--- src/rtl/isa_pkg.sv ---
// isa_pkg: instruction field positions, opcode/cond encodings and flag indices for decode_issue.
package isa_pkg;
  localparam int F_COND   = 28;
  localparam int F_OP     = 24;
  localparam int F_S      = 23;
  localparam int F_RD     = 19;
  localparam int F_RN     = 15;
  localparam int F_RM     = 11;
  localparam int F_SRCONT = 8;
  localparam int F_SRBIT  = 3;
  localparam int F_IMM    = 0;

  localparam int FLAG_N = 3;
  localparam int FLAG_Z = 2;
  localparam int FLAG_C = 1;
  localparam int FLAG_V = 0;

  localparam logic [3:0] OP_ADD  = 4'b0000;
  localparam logic [3:0] OP_SUB  = 4'b0001;
  localparam logic [3:0] OP_AND  = 4'b0010;
  localparam logic [3:0] OP_ORR  = 4'b0011;
  localparam logic [3:0] OP_EOR  = 4'b0100;
  localparam logic [3:0] OP_MOV  = 4'b0101;
  localparam logic [3:0] OP_MOVI = 4'b0110;
  localparam logic [3:0] OP_SHF  = 4'b0111;
  localparam logic [3:0] OP_CMP  = 4'b1000;
  localparam logic [3:0] OP_LDR  = 4'b1101;
  localparam logic [3:0] OP_STR  = 4'b1110;

  localparam logic [3:0] C_EQ = 4'b0000;
  localparam logic [3:0] C_NE = 4'b0001;
  localparam logic [3:0] C_CS = 4'b0010;
  localparam logic [3:0] C_CC = 4'b0011;
  localparam logic [3:0] C_MI = 4'b0100;
  localparam logic [3:0] C_PL = 4'b0101;
  localparam logic [3:0] C_VS = 4'b0110;
  localparam logic [3:0] C_VC = 4'b0111;
  localparam logic [3:0] C_HI = 4'b1000;
  localparam logic [3:0] C_LS = 4'b1001;
  localparam logic [3:0] C_GE = 4'b1010;
  localparam logic [3:0] C_LT = 4'b1011;
  localparam logic [3:0] C_GT = 4'b1100;
  localparam logic [3:0] C_LE = 4'b1101;
  localparam logic [3:0] C_AL = 4'b1110;
  localparam logic [3:0] C_NV = 4'b1111;

  typedef struct packed {
    logic [3:0]  opcode;
    logic        s;
    logic [2:0]  sr_cont;
    logic [4:0]  sr_bit;
    logic [15:0] imm;
    logic [3:0]  rd;
    logic        rd_we;
  } ctrl_t;

  function automatic logic op_legal(input logic [3:0] op);
    return (op <= OP_CMP) || (op == OP_LDR) || (op == OP_STR);
  endfunction
endpackage

--- src/rtl/regfile_2r1w.sv ---
// regfile_2r1w: register file with two async read ports, one sync write port and write-to-read bypass.
module regfile_2r1w #(
  parameter int NREGS = 16,
  parameter int DW    = 32
) (
  input  logic          clk,
  input  logic          rst_n,
  input  logic          we_i,
  input  logic [3:0]    waddr_i,
  input  logic [DW-1:0] wdata_i,
  input  logic [3:0]    raddr1_i,
  output logic [DW-1:0] rdata1_o,
  input  logic [3:0]    raddr2_i,
  output logic [DW-1:0] rdata2_o
);
  logic [DW-1:0] mem_q [NREGS];

  always_ff @(posedge clk or negedge rst_n) begin
    if (!rst_n) begin
      for (int i = 0; i < NREGS; i++) mem_q[i] <= '0;
    end else if (we_i) begin
      mem_q[waddr_i] <= wdata_i;
    end
  end

  // a write landing this cycle is visible to the reader in the same cycle
  assign rdata1_o = (we_i && waddr_i == raddr1_i) ? wdata_i : mem_q[raddr1_i];
  assign rdata2_o = (we_i && waddr_i == raddr2_i) ? wdata_i : mem_q[raddr2_i];
endmodule

--- src/rtl/decode_issue.sv ---
// decode_issue: decode/issue stage feeding the ALU with cond evaluation and register read.
// Optional DECODE_ISSUE_PERF_EN adds saturating squash_cnt/issue_cnt counters.
module decode_issue
  import isa_pkg::*;
#(
  parameter int NREGS = 16,
  parameter int DW    = 32
) (
  input  logic          clk,
  input  logic          rst_n,
  input  logic          in_valid,
  output logic          in_ready,
  input  logic [31:0]   in_instr,
  output logic          out_valid,
  input  logic          out_ready,
  output logic [3:0]    out_opcode,
  output logic          out_s,
  output logic [2:0]    out_sr_cont,
  output logic [4:0]    out_sr_bit,
  output logic [15:0]   out_imm,
  output logic [DW-1:0] out_in1,
  output logic [DW-1:0] out_in2,
  output logic [3:0]    out_rd,
  output logic          out_rd_we,
  input  logic          wb_en,
  input  logic [3:0]    wb_addr,
  input  logic [DW-1:0] wb_data,
  input  logic          flags_we,
  input  logic [3:0]    flags_in,
  output logic [3:0]    flags,
  output logic          illegal_op
`ifdef DECODE_ISSUE_PERF_EN
  ,
  output logic [15:0]   squash_cnt,
  output logic [15:0]   issue_cnt
`endif
);
  logic          out_valid_q, out_valid_d;
  ctrl_t         ctrl_q, ctrl_d, ctrl_dec;
  logic [DW-1:0] in1_q, in1_d, in2_q, in2_d;
  logic [DW-1:0] rn_val, rm_val;
  logic [3:0]    flags_q, flags_d, flags_eff, op;
  logic          illegal_q, illegal_d;
  logic          accept, pass, legal, issue;

  function automatic logic cond_pass(input logic [3:0] c, input logic [3:0] f);
    logic n, z, cf, v, r;
    n  = f[FLAG_N];
    z  = f[FLAG_Z];
    cf = f[FLAG_C];
    v  = f[FLAG_V];
    case (c)
      C_EQ:    r = z;
      C_NE:    r = !z;
      C_CS:    r = cf;
      C_CC:    r = !cf;
      C_MI:    r = n;
      C_PL:    r = !n;
      C_VS:    r = v;
      C_VC:    r = !v;
      C_HI:    r = cf && !z;
      C_LS:    r = !cf || z;
      C_GE:    r = n == v;
      C_LT:    r = n != v;
      C_GT:    r = !z && (n == v);
      C_LE:    r = z || (n != v);
      C_AL:    r = 1'b1;
      default: r = 1'b0;
    endcase
    return r;
  endfunction

  regfile_2r1w #(.NREGS(NREGS), .DW(DW)) u_rf (
    .clk      (clk),
    .rst_n    (rst_n),
    .we_i     (wb_en),
    .waddr_i  (wb_addr),
    .wdata_i  (wb_data),
    .raddr1_i (in_instr[F_RN +: 4]),
    .rdata1_o (rn_val),
    .raddr2_i (in_instr[F_RM +: 4]),
    .rdata2_o (rm_val)
  );

  assign op        = in_instr[F_OP +: 4];
  assign in_ready  = !out_valid_q || out_ready;
  assign accept    = in_valid && in_ready;
  // an ALU flag update in the accept cycle is forwarded to the condition check
  assign flags_eff = flags_we ? flags_in : flags_q;
  assign pass      = cond_pass(in_instr[F_COND +: 4], flags_eff);
  assign legal     = op_legal(op);
  assign issue     = accept && pass && legal;

  always_comb begin
    ctrl_dec.opcode  = op;
    ctrl_dec.s       = in_instr[F_S] || (op == OP_CMP);
    ctrl_dec.sr_cont = in_instr[F_SRCONT +: 3];
    ctrl_dec.sr_bit  = in_instr[F_SRBIT +: 5];
    ctrl_dec.imm     = in_instr[F_IMM +: 16];
    ctrl_dec.rd      = in_instr[F_RD +: 4];
    ctrl_dec.rd_we   = !(op == OP_CMP || op == OP_STR);
    out_valid_d      = issue ? 1'b1 : (in_ready ? 1'b0 : out_valid_q);
    ctrl_d           = issue ? ctrl_dec : ctrl_q;
    in1_d            = issue ? rn_val : in1_q;
    in2_d            = issue ? rm_val : in2_q;
    flags_d          = flags_eff;
    illegal_d        = accept && pass && !legal;
  end

  always_ff @(posedge clk or negedge rst_n) begin
    if (!rst_n) begin
      out_valid_q <= 1'b0;
      ctrl_q      <= '0;
      in1_q       <= '0;
      in2_q       <= '0;
      flags_q     <= '0;
      illegal_q   <= 1'b0;
    end else begin
      out_valid_q <= out_valid_d;
      ctrl_q      <= ctrl_d;
      in1_q       <= in1_d;
      in2_q       <= in2_d;
      flags_q     <= flags_d;
      illegal_q   <= illegal_d;
    end
  end

  assign out_valid   = out_valid_q;
  assign out_opcode  = ctrl_q.opcode;
  assign out_s       = ctrl_q.s;
  assign out_sr_cont = ctrl_q.sr_cont;
  assign out_sr_bit  = ctrl_q.sr_bit;
  assign out_imm     = ctrl_q.imm;
  assign out_rd      = ctrl_q.rd;
  assign out_rd_we   = ctrl_q.rd_we;
  assign out_in1     = in1_q;
  assign out_in2     = in2_q;
  assign flags       = flags_q;
  assign illegal_op  = illegal_q;

`ifdef DECODE_ISSUE_PERF_EN
  logic [15:0] squash_q, issue_q;

  always_ff @(posedge clk or negedge rst_n) begin
    if (!rst_n) begin
      squash_q <= '0;
      issue_q  <= '0;
    end else begin
      if (accept && !(pass && legal) && squash_q != 16'hFFFF) squash_q <= squash_q + 16'd1;
      if (out_valid_q && out_ready && issue_q != 16'hFFFF) issue_q <= issue_q + 16'd1;
    end
  end

  assign squash_cnt = squash_q;
  assign issue_cnt  = issue_q;
`endif
endmodule
--- config.mk ---
export PLATFORM = sky130hd
export DESIGN_NAME = decode_issue
export DESIGN_NICKNAME = d
export VERILOG_FILES = /design/src/rtl/isa_pkg.sv /design/src/rtl/regfile_2r1w.sv /design/src/rtl/decode_issue.sv
export SDC_FILE = /design/constraint.sdc
export NUM_CORES = 1
export LEC_CHECK = 0
export ABC_AREA = 1
export CAP_MARGIN = 40
export CORE_MARGIN = 2
export CORE_UTILIZATION = 40
export DETAILED_ROUTE_END_ITERATION = 6
export GPL_TIMING_DRIVEN = 1
export RECOVER_POWER = 50
export SYNTH_ARGS = -nofsm -noshare
export SYNTH_HDL_FRONTEND = slang
export SYNTH_SLANG_ARGS = --single-unit
--- constraint.sdc ---
create_clock -name clk -period 2.31 [get_ports clk]
set_clock_uncertainty 0.15 [all_clocks]
set_input_delay 0.693 -clock clk [delete_from_list [all_inputs] [get_ports clk]]
set_output_delay 0.693 -clock clk [all_outputs]
set_load 0.02 [all_outputs]
==> flow_metrics.py, run 1 <==
metrics = {
    "cts": {
        "numCtsBuffers": 69,
        "postCtsSetupBuffers": 0,
        "htreeDepth": 3,
        "cts.clk_slew.worst_paths_ns": 0.06,
        "cts_buffer_depth": 3,
        "insertion_delay_ns": 0.64,
        "cts_tree": "yes",
        "root_buffer": "clkbuf_16",
        "cts_sinks": 608,
    },
    "worst_setup_path": {
        "endpoint": "in_ready",
        "cp_slowest_cell": "clkdlybuf4s50_1",
        "reg2reg_depth": 12,
        "end_kind": "output pin",
        "cp-start-kind": "input port",
        "crit_type": "input port to output pin",
        "critPathRequiredTime_ns": 1.47,
        "reg2reg_from": "flags[3]",
        "rr_endpoint": "out_in2[4]",
        "crit_path_max_incr_delay_ns": 0.45,
        "cp_cell_sequence": "clkdlybuf4s50_1 > inv_1 > nand2_1 > buf_4",
        "cp.arrival_ns": 1.40,
        "cp_max_fo": 2,
        "startpoint": "out_ready",
        "regToRegSetupSlack_ns": 0.44,
    },
    "synth": {
        "ys_ff_latch": 608,
        "synth.avg_cell_area_sq_um": 6.73,
        "synth_top_area_share_pct": 43.7,
        "seq_area_frac_synth_pct": 43.7,
        "synth_nets": 5260,
        "syn_area_sq_mm": 0.0349,
        "synth.distinct_cells": 24,
        "synth_area_leaders": "dfrtp_1, nand2_1, nand3_1",
        "syn_inst": 5182,
        "yosys.area.top_type": "dfrtp_1",
        "yosysWarnings": 0,
    },
    "run_status": {
        "run_status": "completed",
    },
    "timing": {
        "grt_setup_unrepaired": "false",
        "finalSetupViolCount": 0,
        "maxSlewHeadroom_pct": 28.4,
        "drv_slew": 0,
        "finalHoldViolCount": 0,
        "min_period_over_period_pct": 97.3,
        "tightest_slew_ns": 1.07,
        "min_period_ns": 2.25,
        "fmax_ghz": 0.445,
    },
    "final_layout": {
        "final_cell_mix": "nand2_1, nand3_1, dfrtp_1, inv_1, o21ai_0",
        "finish.utilization_pct": 49.8,
        "drive_gt1_share_pct": 9.60,
        "syn_to_final_growth_pct": 23.8,
        "fillers": 8541,
        "nets": 5466,
        "finalNonFillerCells": 6594,
        "final_common_cell": "nand2_1",
    },
    "route": {
        "vias": 35700,
        "remaining_drc_errors": 0,
        "viasPerCell": 5.42,
        "drt-total-wl_um": 132000,
        "avgRoutedWirePerCell_um": 20.0,
        "detail_route.first_pass.iterations": 6,
        "drtAntennaViolNets": 0,
        "drt_iter0_drc": 4112,
    },
    "floorplan": {
        "core_area_sq_mm": 0.0866,
        "dieArea_sq_mm": 0.0895,
        "die_w_um": 299,
        "die_h_um": 299,
        "ios": 183,
        "start_util_pct": 40.2,
        "fp-row-count": 108,
    },
    "global_routing": {
        "grt_antenna_before_repair": 3,
        "grt_pass1_wl_um": 205000,
        "grt_max_degree": 79,
        "gr-usage-all-layers_pct": 29.3,
        "grt-ovfl-total": 0,
        "grt_pass1_vias": 33400,
    },
    "pwr": {
        "p_per_area_mw_per_mm2": 832,
        "p_leak_nw": 22.5,
        "ir_worst_vdd_mv": 0.532,
        "total_power_mw": 35.9,
    },
    "job": {
        "cap_violations": 0,
    },
    "place": {
        "dp_hpwl_um": 88400,
        "placed_cells": 6471,
        "port_buffers": 182,
        "gp_congestion": 0.927,
    },
    "worst_hold_path": {
        "hold_class": "input port to flop",
    },
}
## cells in the mapped netlist, drive strengths merged
cell type and number:
a31oi 1, a21oi 4, nand2 1966, nand3 913, dfrtp 608, a21boi 1
clkbuf 271, o22ai 4, o21ai 516, a31o 1, buf 143, nand4 154
nor2 17, inv 577, nor3 6
## worst min path at each step
stage	start	endpoint	slack, ns	cells past startpoint
6_report	flags_we	flags[3]	0.29	3
5_1_grt	out_rd[3]	out_rd[3]	0.34	2
4_1_cts	out_imm[11]	out_imm[11]	0.32	2
3_5_place_dp	out_rd[0]	out_rd[0]	0.31	2
3_3_place_gp	out_rd[2]	out_rd[2]	0.31	2
2_1_floorplan	rst_n	flags[0]	0.25	0
## layer usage
metal	share of wire (%)	track usage, %	vias up
met5	0.022	0	-
met3	10	5.77	268
met2	43	44.7	1781
met1	43	41.7	16800
li1	-	-	16900
met4	3.0	9.75	4
## state kept, by name, indices dropped and copies added, names as in the netlist
register	flops
out_sr_cont	2
out_rd_we	1
out_in1	32
out_s	1
out_imm	10
flags	4
out_valid	1
out_opcode	4
out_sr_bit	4
out_rd	4
u_rf.mem_q	512
out_in2	32
illegal_op	1
## logic make-up after synthesis
| family | count (synthesis) | synth area share (%) |
|---|---|---|
| AOI/OAI and AO/OA | 527 | 7.60 |
| DFF | 608 | 43.7 |
| buffers and inverters | 991 | 11.3 |
| and+or+nand+nor | 3056 | 37.4 |
## layout make-up
type / instances / area (sq um) / area share [%]
Antenna cell: 1 / 2.50 / 0.00580
Clock buffer: 99 / 2080 / 4.82
Clock inverter: 22 / 209 / 0.484
Inverter: 577 / 2190 / 5.06
Multi-Input combinational cell: 3583 / 15900 / 36.8
Sequential cell: 608 / 15200 / 35.3
Tap cell: 1155 / 1450 / 3.35
Timing Repair Buffer: 549 / 6140 / 14.2
## worst max-delay path: cells and delay by family
family	cells	cell delay, ns
buf+inv	3	0.64
simple gates	1	0.07
## repair_timing
item | CTS | global route
hold buffers | 1 | 0
endpoints found under the hold margin | 18 | 0
resized for setup | 109 | 2
endpoints found under the setup margin | 105 | 93
## through the flow
stage / hold WS [ns] / setup TNS (ns) / cell area [sq um] / worst slack [ns]
2_1_floorplan: 0.247 / 0 / 34900 / 0.180
3_3_place_gp: 0.308 / -165.93 / 41100 / -0.515
3_5_place_dp: 0.307 / -163.60 / 41100 / -0.540
4_1_cts: 0.318 / 0 / 43300 / 0.0236
5_1_grt: 0.337 / 0 / 43200 / 0.0109
6_report: 0.291 / 0 / 43200 / 0.0635
## power breakdown
group,switching (mW),total (mW),internal [mW]
clock,4.69,11.3,6.60
sequential,1.21,14.3,13.1
combinational,6.57,10.3,3.71
total,12.5,35.9,23.4
Power figures use the tool's default switching activity.
==> run 2, diff against run 1 <==
- CAP_MARGIN: 40 -> unset
==> results of run 2 <==
The final DEF is identical to that of run 1; final timing and power are the same.
